## src/rtl/mccoy_pkg.sv

```systemverilog
// Shared types and constants for the McCoy program-sequencing controller.
package mccoy_pkg;
   localparam int MCCOY_AW = 6;
   localparam int MCCOY_IW = 6;
   localparam logic [MCCOY_IW-1:0] MCCOY_FILL = 6'h00;

   typedef enum logic [2:0] {
      ST_IDLE = 3'd0,
      ST_LOAD = 3'd1,
      ST_RUN  = 3'd2,
      ST_STEP = 3'd3,
      ST_HALT = 3'd4
   } state_e;
endpackage

```

## src/rtl/mccoy_prog_mem.sv

```systemverilog
// Instruction buffer: one synchronous write port, one asynchronous read port, contents not reset.
module mccoy_prog_mem #(
   parameter int DEPTH = 64,
   parameter int AW    = 6,
   parameter int IW    = 6
) (
   input  logic          clk,
   input  logic          we,
   input  logic [AW-1:0] waddr,
   input  logic [IW-1:0] wdata,
   input  logic [AW-1:0] raddr,
   output logic [IW-1:0] rdata
);
   logic [IW-1:0] mem_q [DEPTH];

   always_ff @(posedge clk) begin
      if (we) mem_q[waddr] <= wdata;
   end

   assign rdata = mem_q[raddr];
endmodule

```

## src/rtl/mccoy_prog_ctrl.sv

```systemverilog
// Program-sequencing controller: loads the instruction buffer and sequences the core
// through load / run / single-step / halt / breakpoint modes via core_step.
module mccoy_prog_ctrl
   import mccoy_pkg::*;
#(
   parameter int             DEPTH = 64,
   parameter int             AW    = MCCOY_AW,
   parameter int             IW    = MCCOY_IW,
   parameter int             CW    = 8,
   parameter logic [IW-1:0]  FILL  = MCCOY_FILL
) (
   input  logic          clk,
   input  logic          reset,
   input  logic          load_en,
   input  logic          wr_valid,
   input  logic [IW-1:0] wr_data,
   output logic          wr_ready,
   input  logic          run,
   input  logic          step,
   input  logic          halt_req,
   input  logic          bp_en,
   input  logic [AW-1:0] bp_addr,
   input  logic [AW-1:0] core_pc,
   output logic          core_reset,
   output logic          core_step,
   output logic [IW-1:0] instr,
   output logic [2:0]    state,
   output logic [CW-1:0] cycles,
   output logic [AW:0]   load_count
);
   localparam logic [AW:0] DEPTH_L = (AW+1)'(DEPTH);

   state_e        state_q, state_d;
   logic [AW-1:0] wr_ptr_q, wr_ptr_d;
   logic [AW:0]   load_count_q, load_count_d;
   logic [CW-1:0] cycles_q, cycles_d;
   logic          bp_skip_q, bp_skip_d;
   logic          bp_hit, wr_fire, enter_load;
   logic [IW-1:0] mem_rdata;

   always_comb begin
      state_d      = state_q;
      wr_ptr_d     = wr_ptr_q;
      load_count_d = load_count_q;
      cycles_d     = cycles_q;
      bp_skip_d    = 1'b0;
      core_step    = 1'b0;
      wr_ready     = 1'b0;
      bp_hit       = 1'b0;
      wr_fire      = 1'b0;
      enter_load   = 1'b0;

      case (state_q)
         ST_IDLE: begin
            if (load_en)   enter_load = 1'b1;
            else if (run)  state_d = ST_RUN;
            else if (step) state_d = ST_STEP;
         end
         ST_LOAD: begin
            wr_ready = (load_count_q < DEPTH_L);
            wr_fire  = wr_valid & wr_ready;
            if (!load_en) state_d = ST_IDLE;
         end
         ST_RUN: begin
            // bp_skip lets a resume step over the breakpoint it stopped at
            bp_hit    = bp_en & (core_pc == bp_addr) & ~bp_skip_q;
            core_step = ~halt_req & ~bp_hit;
            if (load_en)                  enter_load = 1'b1;
            else if (halt_req || bp_hit)  state_d = ST_HALT;
         end
         ST_STEP: begin
            core_step = 1'b1;
            state_d   = ST_HALT;
         end
         ST_HALT: begin
            if (load_en) enter_load = 1'b1;
            else if (run) begin
               state_d   = ST_RUN;
               bp_skip_d = 1'b1;
            end
            else if (step) state_d = ST_STEP;
         end
         default: state_d = ST_IDLE;
      endcase

      if (wr_fire) begin
         wr_ptr_d     = wr_ptr_q + 1'b1;
         load_count_d = load_count_q + 1'b1;
      end
      if (core_step && (cycles_q != {CW{1'b1}})) cycles_d = cycles_q + 1'b1;

      // entering LOAD restarts the buffer fill and the executed-instruction count
      if (enter_load) begin
         state_d      = ST_LOAD;
         wr_ptr_d     = '0;
         load_count_d = '0;
         cycles_d     = '0;
      end
   end

   always_ff @(posedge clk) begin
      if (reset) begin
         state_q      <= ST_IDLE;
         wr_ptr_q     <= '0;
         load_count_q <= '0;
         cycles_q     <= '0;
         bp_skip_q    <= 1'b0;
      end else begin
         state_q      <= state_d;
         wr_ptr_q     <= wr_ptr_d;
         load_count_q <= load_count_d;
         cycles_q     <= cycles_d;
         bp_skip_q    <= bp_skip_d;
      end
   end

   mccoy_prog_mem #(
      .DEPTH (DEPTH),
      .AW    (AW),
      .IW    (IW)
   ) u_mem (
      .clk   (clk),
      .we    (wr_fire & ~reset),
      .waddr (wr_ptr_q),
      .wdata (wr_data),
      .raddr (core_pc),
      .rdata (mem_rdata)
   );

   assign instr      = ({1'b0, core_pc} < load_count_q) ? mem_rdata : FILL;
   assign core_reset = (state_q == ST_IDLE) || (state_q == ST_LOAD);
   assign state      = state_q;
   assign cycles     = cycles_q;
   assign load_count = load_count_q;
endmodule

```

## config.mk

```make
export PLATFORM = sky130hd
export DESIGN_NAME = mccoy_prog_ctrl
export DESIGN_NICKNAME = d
export VERILOG_FILES = /design/src/rtl/mccoy_pkg.sv /design/src/rtl/mccoy_prog_mem.sv /design/src/rtl/mccoy_prog_ctrl.sv
export SDC_FILE = /design/constraint.sdc
export NUM_CORES = 1
export LEC_CHECK = 0
export ABC_AREA = 1
export ABC_CLOCK_PERIOD_IN_PS = 1750
export CORE_MARGIN = 2
export CORE_UTILIZATION = 55
export CTS_CLUSTER_SIZE = 20
export DETAILED_ROUTE_END_ITERATION = 7
export PLACE_DENSITY = 0.74
export SLEW_MARGIN = 0
export SYNTH_ARGS = -nofsm -noshare
export SYNTH_HDL_FRONTEND = slang
export SYNTH_SLANG_ARGS = --single-unit
```

## constraint.sdc

```tcl
create_clock -name clk -period 1.75 [get_ports clk]
set_input_delay 0.35 -clock clk [delete_from_list [all_inputs] [get_ports clk]]
set_output_delay 0.35 -clock clk [all_outputs]
set_load 0.02 [all_outputs]
```

## Yosys cells after proc, flatten, opt, wreduce, memory -nomap -nowiden

Memory sizes are Yosys's and may differ from the RTL's.
Cells that the tools add are included.

| storage, ports and cells | value |
|---|---|
| flip-flop bits (word level) | 25 |
| bits in writable memories | 384 |
| input port bits | 26 |
| output and inout bits | 27 |
| logic and storage cells | 65 |
| memories | 1 |

| cells by class | value |
|---|---|
| $add $sub $neg | 3 |
| $lt $le $gt $ge | 2 |
| equal/unequal tests | 16 |
| multiplexer cells | 17 |
| bitwise logic cells | 10 |
| reduce and logical (&&, ||, !) cells | 10 |

Memories:

| memory | words | bits a word | read ports | clocked after Yosys merged registers in | write ports | line | RTL |
|---|---|---|---|---|---|---|---|
| u_mem.mem_q | 64 | 6 | 1 | 0 | 1 | mccoy_prog_mem.sv:14 | `logic [IW-1:0] mem_q [DEPTH];` |

Operators by type and width:

| operator | count |
|---|---|
| $mux W3 | 6 |
| $pmux W3 S4 | 1 |
| $reduce_and A5 Y1 | 2 |
| $ne A3 B3 Y1 const B | 3 |
| $add A8 B1 Y8 const B | 1 |
| $mux W1 | 8 |
| $ne A2 B2 Y1 const B | 4 |
| $ne A8 B8 Y1 const B | 1 |
| $add A7 B1 Y7 const B | 1 |
| $lt A6 B7 Y1 | 1 |
| $lt A7 B7 Y1 const B | 1 |
| $add A6 B1 Y6 const B | 1 |
| $eq A3 B2 Y1 const B | 2 |
| $eq A6 B6 Y1 | 1 |
| $mux W6 | 1 |
| $reduce_or A3 Y1 | 2 |
| $and A1 B1 Y1 | 5 |
| $not A1 Y1 | 5 |
| $ne A4 B1 Y1 const B | 1 |
| $reduce_or A2 Y1 | 2 |
| $eq A3 B1 Y1 const B | 1 |
| $eq A3 B3 Y1 const B | 1 |
| $logic_not A3 Y1 | 1 |
| $ne A3 B1 Y1 const B | 1 |
| 4 further kinds | 5 |

## Longest topological paths before layout

| logic depth | value |
|---|---|
| depth after elaboration | 8 |
| depth in mapped cells | 14 |
| depth with buffers taken out | 12 |

## Hierarchy

Synthesis repeated with hierarchy kept, for this count alone.

| unflattened totals | value |
|---|---|
| cell total of the unflattened synthesis | 1599 |
| area, all modules | 17349.1 um2 |

By module, submodules not included:

| module | instances | cells each | area each (um2) | sequential area each (um2) |
|---|---|---|---|---|
| mccoy_prog_mem | 1 | 1370 | 15810.2 | 11531.1 |
| mccoy_prog_ctrl | 1 | 229 | 1539.0 | 500.5 |

## Worst setup path after synthesis

OpenSTA, ideal clock, no wires.

| timing path | value |
|---|---|
| path kind | register to register |
| start point | reg state_q[1], in the netlist state[1] |
| end point | mem u_mem.mem_q[24][0], enable pin |
| library setup time | 0.386 ns |
| arrival time | 1.880 ns |
| data required time | 1.364 ns |
| path slack | -0.515 ns |
| cell stages (with the launch flop) | 8 |
| path buffers | 2 |
| period minus slack after synthesis | 2.265 ns |
| cell sequence | dfxtp_1 > buf_6 > nor2_4 > nand2_2 > nor2_4 > nand2_4 > buf_6 > nor4_1 |

| between the ends | value |
|---|---|
| cells in the longest elaborated chain, start to end | 5 |

Ends and longest elaborated chain:

| element | line | RTL |
|---|---|---|
| start: declaration | mccoy_prog_ctrl.sv:33 | `state_e state_q, state_d;` |
| start signal: assignment | mccoy_prog_ctrl.sv:109 | `state_q <= state_d;` |
| $eq A3 B1 Y1 | mccoy_prog_ctrl.sv:53 | `case (state_q)` |
| $mux W1 | mccoy_prog_ctrl.sv:53 |  |
| $and A1 B1 Y1 | mccoy_prog_ctrl.sv:123 | `.we (wr_fire & ~reset),` |
| $mux W1 | mccoy_prog_mem.sv:17 | `if (we) mem_q[waddr] <= wdata;` |
| $mux W1 (not written as such) | mccoy_prog_mem.sv:17 |  |
| end: declaration | mccoy_prog_mem.sv:14 |  |

Every way passes these cells.

## Final worst setup path

| timing path | value |
|---|---|
| start point | reg load_count_q[2], in the netlist load_count[2] |
| end point | out instr[5] |

| between the ends | value |
|---|---|
| cells in the longest elaborated chain, start to end | 2 |

Ends and longest elaborated chain:

| element | line | RTL |
|---|---|---|
| start: declaration | mccoy_prog_ctrl.sv:35 | `logic [AW:0] load_count_q, load_count_d;` |
| start signal: assignment | mccoy_prog_ctrl.sv:111 | `load_count_q <= load_count_d;` |
| $lt A6 B7 Y1 | mccoy_prog_ctrl.sv:130 | `assign instr = ({1'b0, core_pc} < load_count_q) ? mem_rdata : FILL;` |
| $mux W6 | mccoy_prog_ctrl.sv:130 |  |
| end: declaration | mccoy_prog_ctrl.sv:26 | `output logic [IW-1:0] instr,` |

Every way passes these cells.

==> impl_metrics.ini <==
[global_route]
grt_pass1_vias = 12710
grt_overflow = 0
antenna_found_initial = 0
grt_usage = 0.2824
grt_max_degree = 65
grt_pass1_wl_mm = 70.88

[place]
dp_hpwl_mm = 28.34
dp_cells = 2094
dpl_cell_area_um2 = 19920
place_ws_ns = -1.188
io_buffer_count = 52
gp_congestion = 0.9307

[clock_tree]
clock_latency_ns = 0.53
cts_buffers = 41
clockBufferDepth = 3
cts_htree_levels = 2
clk_pin_slew_ns = 0.06
root_buffer = clkbuf_16
cts_sinks = 409
cts_tree = done

[pwr]
p_int_mw = 16.56
swShare = 0.2207
pwr-share-comb = 0.086
ir_drop_uv = 985.3
p_leak_nw = 8.196
seqPwrFrac = 0.504
pwr_density_cell_nw_per_um2 = 961.3
fin_total_pwr_mw = 21.25
p_sw_mw = 4.689
p_clk_frac = 0.409

[floorplan]
ios = 53
initial_utilization = 0.5555
die_area_um2 = 33150
fp.dieW_um = 182.1
fp.dieH_um = 182.1
num_rows = 65
core_area_um2 = 31390

[routing]
drtIter0Drc = 1485
wl_mm = 46.25
avgRoutedWirePerCell_um = 21.19
drc = 0
vias_per_cell = 5.892
vias = 12860
first_pass_iters = 5
ant_nets = 0

[logic_synthesis]
synthesis.area_um2 = 17440
synth_cells = 1553
ys_seq_elements = 409
synth.distinct_cells = 38
synth_edf_count = 384
ys_seq_area_frac = 0.6899
synth_top_flop_cell = edfxtp_1
syn-num-nets = 1587
yosys_warnings = 0
synth_top_cell_area_share = 0.6612
syn_area_per_cell_um2 = 11.23
async_reset_ff_frac = 0
ys_top_cells_by_area = edfxtp_1, nand3_1, nand2_1
synth_top_area_cell = edfxtp_1

[critical_path]
critPathTopFamily = compound AO/OA/AOI/OAI gates
critPathCapture = instr[5]
crit_cells = 9
cp.required_ns = 1.40
startpoint = load_count[2]$_SDFFE_PP0P_
start_kind = register
critPathMaxFanout = 6
slowest_delay_ns = 0.33
reg2reg_to = u_mem.mem_q[60][2]$_DFFE_PP_
r2r_slack_ns = -0.17
cp.arrival_ns = 2.07
cp.buffers_inverters = 3
crit_top_cell = buf_6
r2r-start = state[2]$_SDFFE_PP0P_
endpoint_kind = output pin
crit_chain = inv_2 > ha_4 > a21oi_2 > nand2_1 > nand4_1 > o311ai_2 > buf_6 > a21oi_4 > buf_6
critPathKind = register to output pin
ff2ff_path_depth = 9
cp_slowest_cell = dfxtp_2

[sta]
setup_slack_ns = -0.6690
hold_viol_final = 0
finalSetupTns_ns = -43.61
worst_slew_pin_slew_ns = 0.5733
fin_crit_sh = 1.382
setup_viol = 380
finalCriticalPeriod_ns = 2.419
slew_violations = 0
max_freq_ghz = 0.4134
max-slew-margin-rel = 0.6174
skew_ns = 0.01679
grt_setup_unrepaired = yes

[finish]
nets = 1784
stdcell_area_um2 = 22100
drive_above_1_share = 0.2264
final_cells = 2182
antenna_cells = 0
area_growth_pct = 26.73

[run]
cap_violations = 0

[outcome]
failed_checks = setup timing
status = finished, violations left

[min_path]
hold_class = input port to register
worstHoldStart = wr_data[2]
power by group through the flow:
stage	Sequential [mW]	Combinational, mW	Clock [mW]
after floorplan	10.9	0.857	0
after global placement	10.9	1.65	0
after detailed placement	10.9	1.68	0
after CTS	10.7	1.77	8.77
after global routing	10.7	1.96	9.17
final	10.7	1.83	8.70
timing repair:
| action | 4_1_cts | 5_1_grt |
|---|---|---|
| hold buffers | 0 | 0 |
| setup buffers | 17 | 3 |
| resized for setup | 225 | 42 |
| endpoints found under the hold margin | 0 | 0 |
| pin swaps | 24 | 22 |
| gates cloned | 1 | 1 |
| setup endpoints to repair | 407 | 399 |
state kept, by name, summed over array words and instances, names as in the netlist:
register	flops
cycles	8
bp_skip_q	1
state	3
u_mem.mem_q	384
load_count	7
wr_ptr_q	6
metal layers:
layer  global-route usage  vias up  routed length [um]
li1                     -     5868                   -
met2               0.4817      660               22840
met3              0.04091      128                3989
met5                    0        -                   0
met4               0.1152        0                1957
met1               0.3673     6201               17460
worst register-to-register path, cell delays in order, from the launching register on:
cell and delay, ns:
dfxtp_4 0.36, nor2_4 0.11, nand2_2 0.08, nor2_4 0.15
nand2_4 0.11, nor2_8 0.22, nand4_4 0.14, buf_12 0.20
nor2_4 0.12, buf_6 0.14
logic make-up (layout without fill, tap and decap cells):
| group | Yosys count | after routing | share of synthesized area |
|---|---|---|---|
| adders and majority gates | 8 | 8 | 0.005740 |
| and+or+nand+nor | 953 | 953 | 0.2470 |
| AOI/OAI and AO/OA | 46 | 46 | 0.01370 |
| DFF | 409 | 409 | 0.6899 |
| buffers and inverters | 130 | 357 | 0.04018 |
| xor gates and xnor gates | 7 | 7 | 0.003516 |
worst min path at each step:
| stage | end | slack, ns | depth (start not counted) |
|---|---|---|---|
| global placement | cycles[1]$_SDFFE_PP0P_ | 0.49 | 2 |
| floorplan | bp_skip_q$_SDFF_PP0_ | 0.43 | 1 |
| detailed placement | cycles[1]$_SDFFE_PP0P_ | 0.51 | 2 |
| CTS | u_mem.mem_q[63][2]$_DFFE_PP_ | 0.21 | 1 |
| finish | u_mem.mem_q[29][2]$_DFFE_PP_ | 0.21 | 1 |
| global route | u_mem.mem_q[63][2]$_DFFE_PP_ | 0.20 | 1 |
layout by cell type, fill, tap and decap left out, types with 6 or more instances in the layout:
cell and count:
a21oi_1 25, buf_12 38, buf_2 11, buf_4 86
buf_6 74, clkbuf_1 6, clkbuf_16 44, clkdlybuf4s50_1 6
clkinv_1 13, clkinv_2 6, dfxtp_1 18, dfxtp_2 6
dlygate4sd2_1 22, edfxtp_1 384, ha_1 6, inv_1 27
inv_2 7, nand2_1 463, nand2_2 12, nand3_1 368
nor2_1 7, nor2_4 55, nor3_4 13, o21ai_0 7
Yosys cell counts (all sizes together) (2+ instances only):
master and number:
o211ai 2, clkinv 2, edfxtp 384, xor2 3, xnor2 4, nand3 375
nand4 10, dfxtp 25, clkbuf 16, nor3 18, a21oi 32, inv 37
nor2 68, buf 75, nand2 478, ha 8, o21ai 11
cell type report:
cell class              instances  area (um2)
flip-flops and latches        409       12040
fillers                      2025        9293
multi-input cells            1014        5398
repair buffers                245        2665
clock buffers                  49        1099
well taps                     402       503.0
clock inverters                24       234.0
inverters                      39       158.9
through the flow:
| stage | hold slack (ns) | util |
|---|---|---|
| 3_3_place_gp | 0.4911 | 0.6346 |
| 4_1_cts | 0.2055 | 0.6990 |
| 5_1_grt | 0.1975 | 0.7040 |
| 3_5_place_dp | 0.5147 | 0.6346 |
| 6_report | 0.2133 | 0.7040 |
| 2_1_floorplan | 0.4265 | - |
Power figures use the tool's default switching activity.
